`src/rtl/uart_rx.sv`:
```
// 8N1 UART receiver: oversamples rx with clk, samples each bit at mid-period and
// hands assembled words to a consumer over valid/ready, flagging framing errors and overruns.
module uart_rx #(
   parameter int F    = 8000000,
   parameter int BAUD = 115200,
   parameter int N    = 8
) (
   input  logic         clk,
   input  logic         rst,
   input  logic         rx,
   output logic [N-1:0] data,
   output logic         valid,
   input  logic         ready,
   output logic         frame_err,
   output logic         overrun
);

   localparam int P  = (F + BAUD / 2) / BAUD;
   localparam int H  = P / 2;
   localparam int CW = (P > 1) ? $clog2(P) : 1;
   localparam int BW = (N > 1) ? $clog2(N) : 1;

   localparam logic [CW-1:0] P_LAST = CW'(P - 1);
   localparam logic [CW-1:0] H_LAST = CW'(H - 1);
   localparam logic [BW-1:0] N_LAST = BW'(N - 1);

   typedef enum logic [1:0] {
      IDLE  = 2'd0,
      START = 2'd1,
      DATA  = 2'd2,
      STOP  = 2'd3
   } state_t;

   logic          rx_meta_r;
   logic          rx_sync_r;
   logic          rx_prev_r;
   logic [1:0]    settle_r;

   state_t        state_r;
   state_t        state_s;
   logic [CW-1:0] cnt_r;
   logic [CW-1:0] cnt_s;
   logic [BW-1:0] bit_r;
   logic [BW-1:0] bit_s;
   logic [N-1:0]  shift_r;
   logic [N-1:0]  shift_s;
   logic [N-1:0]  data_s;
   logic          valid_s;
   logic          frame_err_s;
   logic          overrun_s;

   // Synchronizer and edge-history register; history is held low until the
   // synchronizer has flushed its reset value, so a line low at release never looks like an edge.
   always_ff @(posedge clk or negedge rst) begin
      if (!rst) begin
         rx_meta_r <= 1'b1;
         rx_sync_r <= 1'b1;
         rx_prev_r <= 1'b0;
         settle_r  <= 2'd0;
      end else begin
         rx_meta_r <= rx;
         rx_sync_r <= rx_meta_r;
         rx_prev_r <= (settle_r == 2'd2) ? rx_sync_r : 1'b0;
         settle_r  <= (settle_r == 2'd2) ? 2'd2 : settle_r + 2'd1;
      end
   end

   // Receive FSM next-state, datapath and handshake logic.
   always_comb begin
      state_s     = state_r;
      cnt_s       = cnt_r;
      bit_s       = bit_r;
      shift_s     = shift_r;
      data_s      = data;
      frame_err_s = 1'b0;
      overrun_s   = 1'b0;

      if (valid && ready) begin
         valid_s = 1'b0;
      end else begin
         valid_s = valid;
      end

      case (state_r)
         IDLE: begin
            cnt_s = {CW{1'b0}};
            bit_s = {BW{1'b0}};
            if (rx_prev_r && !rx_sync_r) begin
               state_s = START;
            end else begin
               state_s = IDLE;
            end
         end
         START: begin
            if (cnt_r == H_LAST) begin
               cnt_s = {CW{1'b0}};
               bit_s = {BW{1'b0}};
               if (rx_sync_r) begin
                  state_s = IDLE;
               end else begin
                  state_s = DATA;
               end
            end else begin
               cnt_s = cnt_r + CW'(1);
            end
         end
         DATA: begin
            if (cnt_r == P_LAST) begin
               cnt_s          = {CW{1'b0}};
               shift_s[bit_r] = rx_sync_r;
               if (bit_r == N_LAST) begin
                  state_s = STOP;
               end else begin
                  bit_s = bit_r + BW'(1);
               end
            end else begin
               cnt_s = cnt_r + CW'(1);
            end
         end
         STOP: begin
            if (cnt_r == P_LAST) begin
               cnt_s   = {CW{1'b0}};
               state_s = IDLE;
               if (!rx_sync_r) begin
                  frame_err_s = 1'b1;
               end else if (!valid || ready) begin
                  // a same-cycle consume frees the slot, so this is a load, not an overrun
                  data_s  = shift_r;
                  valid_s = 1'b1;
               end else begin
                  overrun_s = 1'b1;
               end
            end else begin
               cnt_s = cnt_r + CW'(1);
            end
         end
         default: begin
            state_s = IDLE;
            cnt_s   = {CW{1'b0}};
            bit_s   = {BW{1'b0}};
         end
      endcase
   end

   // State, counters, shift register and registered outputs.
   always_ff @(posedge clk or negedge rst) begin
      if (!rst) begin
         state_r   <= IDLE;
         cnt_r     <= {CW{1'b0}};
         bit_r     <= {BW{1'b0}};
         shift_r   <= {N{1'b0}};
         data      <= {N{1'b0}};
         valid     <= 1'b0;
         frame_err <= 1'b0;
         overrun   <= 1'b0;
      end else begin
         state_r   <= state_s;
         cnt_r     <= cnt_s;
         bit_r     <= bit_s;
         shift_r   <= shift_s;
         data      <= data_s;
         valid     <= valid_s;
         frame_err <= frame_err_s;
         overrun   <= overrun_s;
      end
   end

endmodule

```
`config.mk`:
```
export PLATFORM = sky130hd
export DESIGN_NAME = uart_rx
export DESIGN_NICKNAME = d
export VERILOG_FILES = /design/src/rtl/uart_rx.sv
export SDC_FILE = /design/constraint.sdc
export NUM_CORES = 1
export LEC_CHECK = 0
export BUFFER_PORTS_ARGS = -buffer_cell sky130_fd_sc_hd__buf_2
export CAP_MARGIN = 20
export CORE_ASPECT_RATIO = 0.7
export CORE_UTILIZATION = 25
export DETAILED_ROUTE_END_ITERATION = 8
export HOLD_SLACK_MARGIN = 0.08
export RECOVER_POWER = 25
export SYNTH_ARGS = -nofsm -noshare
export SYNTH_HDL_FRONTEND = slang
export SYNTH_SLANG_ARGS = --single-unit
```
`constraint.sdc`:
```
create_clock -name clk -period 2.8 [get_ports clk]
set_clock_uncertainty 0.15 [all_clocks]
set_input_delay 0.28 -clock clk [delete_from_list [all_inputs] [get_ports clk]]
set_output_delay 0.28 -clock clk [all_outputs]
set_load 0.1 [all_outputs]
```
==> qor.yml <==
status:
  status: "complete, no violations"
yosys:
  ys_async_sr_fraction: 1.00
  yosys_register_bits: 36
  yosysUniqueCellTypes: 35
  synth.top_cell.area_share: 0.514
  synth_edf_count: 0
  synthTopCellsByArea: "dfrtp_1 (51%), mux2_2 (12%), ha_1 (5.3%)"
  yosysMostFrequentCell: "dfrtp_1"
  synthTopCellsByCount: "dfrtp_1 (34), mux2_2 (17), nor2_1 (12), ha_1 (7), inv_1 (6)"
  syn_avg_cell_area_um2: 12.5
  ys_warn_count: 0
  synth_top_flop_cell: "dfrtp_1"
  synth_fp_nets: 143
  ys_seq_area_frac: 0.546
  synth_top_cell_by_area: "dfrtp_1"
  syn_inst: 132
  synth.cell_area_um2: 1660
grt:
  met1_usage: 0.133
  antenna_found_initial: 0
  grt-ovfl-total: 0
  grt_pass1_vias: 943
  use_met2: 0.108
  grtUsageTotal: 0.0875
  grt_most_used_layer: "met1"
  grt_use_met3: 0.0270
  grt_pass1_wl_um: 4730
  grt_max_degree: 37
run:
  cap_violations: 0
routing:
  drc: 0
  via_count: 987
  drtPass1Iterations: 4
  drt-total-wl_um: 2660
  wl_per_cell_um: 11.7
  drtAntennaViolNets: 0
  dr.first_iter.drc_count: 35
  viasPerCell: 4.33
worst_setup_path:
  crit_chain: "inv_1, ha_1, and4b_4, and3_1, nor4b_4, mux2_1"
  cp.required_ps: 2830
  cp-end-kind: "flip-flop"
  reg2regPathDepth: 6
  max_stage_delay_ps: 420
  cp_max_fo: 8
  path_class: "flip-flop to flip-flop"
  cp_slowest_cell: "dfrtp_1"
  startpoint_type: "flip-flop"
  crit_arrival_ps: 2100
place:
  pre_cts_ws_ps: 733
  dp_cells: 218
  routabilityCongestion: 0.751
  post-dp-hpwl_um: 1780
  portBuffers: 14
sta:
  timing.fmax_mhz: 482
  worst_pin_slew_ps: 795
  fin_ws_ps: 725
  rsz0062_at_grt: "false"
  hold_viol_final: 0
  relSlewSlack: 0.470
  finalMaxSlewViolations: 0
  setup_violations: 0
  fin_crit_sh: 0.741
  period_needed_ps: 2070
  finalSetupTns_ps: 0
cts:
  ctsRootBufferMaster: "clkbuf_8"
  cts_setup_buffers: 0
  cts.repair.resized: 0
  cts_tree: "yes"
  postCtsHoldBufs: 2
  clk-insertion-delay-late_ps: 290
  h-tree-depth: 2
  clock_path_buffers: 2
  cts_made_buffers: 5
  cts.sinks: 36
  clk_pin_slew_ps: 70
die:
  num_rows: 24
  io_pins: 15
  design.core.area_um2: 6310
  die_y_um: 70.1
  dieWidth_um: 99.3
  start_util: 0.263
  die_area_um2: 6960
layout:
  fillCellCount: 664
  antennaDiodeCount: 0
  num-nets-final: 160
  final_core_util: 0.302
  area_delta_synth_final_pct: 14.9
  final_cells: 228
  drive_gt1_frac: 0.300
hold_path:
  hold_class: "input port to flip-flop"
  holdPathStages: 3
power:
  p_leak_nw: 0.932
  finalPower_w: 0.00118
  ir_drop_mv: 0.185
  p_per_area_nw_per_um2: 621
==> kinds of logic after synthesis <==
kind of cell | count (synthesis) | share of synthesized area
flops | 36 | 0.546
xor+xnor | 5 | 0.0265
mux | 20 | 0.138
simple gates | 44 | 0.165
fa+ha+maj | 7 | 0.0529
buf+inv | 13 | 0.0370
compound gates | 7 | 0.0355
==> worst paths after layout <==
check	startpoint	end	slack (ps)
max	cnt_r[0]	shift_r[1]	730
min	ready	overrun	120
max reg2reg	cnt_r[0]	shift_r[1]	730
min reg2reg	rx_meta_r	rx_sync_r	210
max in group asynchronous	rst	cnt_r[1]	1530
min in group asynchronous	rst	shift_r[3]	460
==> sequential cells by signal, indices dropped and copies added (netlist names), named ones only <==
signal and flops:
state_r 1, settle_r 2, rx_meta_r 1, valid 1, frame_err 1, bit_r 3
overrun 1, data 8, rx_prev_r 1, rx_sync_r 1, cnt_r 7, shift_r 8
==> report_power, final <==
| part | internal (W) | leakage, nW | switching [W] |
|---|---|---|---|
| combinational | 0.0000740 | 0.411 | 0.0000970 |
| clock | 0.000201 | 0.0455 | 0.000179 |
| sequential | 0.000569 | 0.475 | 0.0000619 |
==> cell type report <==
class                           count  area [um^2]  share of cell area
Clock buffer                        8         90.1              0.0474
Multi-Input combinational cell     83          691               0.363
Inverter                            6         22.5              0.0118
Tap cell                           78         97.6              0.0513
Sequential cell                    36          903               0.475
Timing Repair Buffer               17         97.6              0.0513
==> per-stage QoR <==
step | hold slack [ps] | instance area, um^2
2_1_floorplan | -166 | 1660
3_3_place_gp | 196 | 1790
3_5_place_dp | 198 | 1790
4_1_cts | 123 | 1900
5_1_grt | 141 | 1900
6_report | 123 | 1900
==> critical path: cells and delay by family, from the launching register on <==
| kind | cells | cell delay, ps |
|---|---|---|
| buffers and inverters | 1 | 70 |
| adders and majority gates | 1 | 140 |
| DFF | 1 | 420 |
| muxes | 1 | 340 |
| and+or+nand+nor | 3 | 840 |
==> cell usage in the layout, fill, tap and decap left out, drive strengths merged, types with 2 or more instances in the layout <==
| cell type | n |
|---|---|
| xnor2 | 3 |
| buf | 15 |
| mux2 | 19 |
| dlygate4sd3 | 2 |
| dfrtp | 34 |
| and2 | 2 |
| nor2b | 2 |
| inv | 6 |
| nand4 | 2 |
| and3 | 2 |
| a22o | 3 |
| a31oi | 2 |
| and4b | 2 |
| nand3 | 5 |
| clkbuf | 8 |
| dfstp | 2 |
| nand4b | 3 |
| nand2b | 2 |
| nand2 | 5 |
| xor2 | 2 |
| nor2 | 13 |
| ha | 7 |
==> per-layer routing <==
layer / vias to the layer above / wire, um
met5: - / 0
met4: 0 / 37
met3: 5 / 122
met2: 17 / 1050
met1: 471 / 1450
li1: 494 / -
No activity file was read; power rests on OpenSTA's default activity.
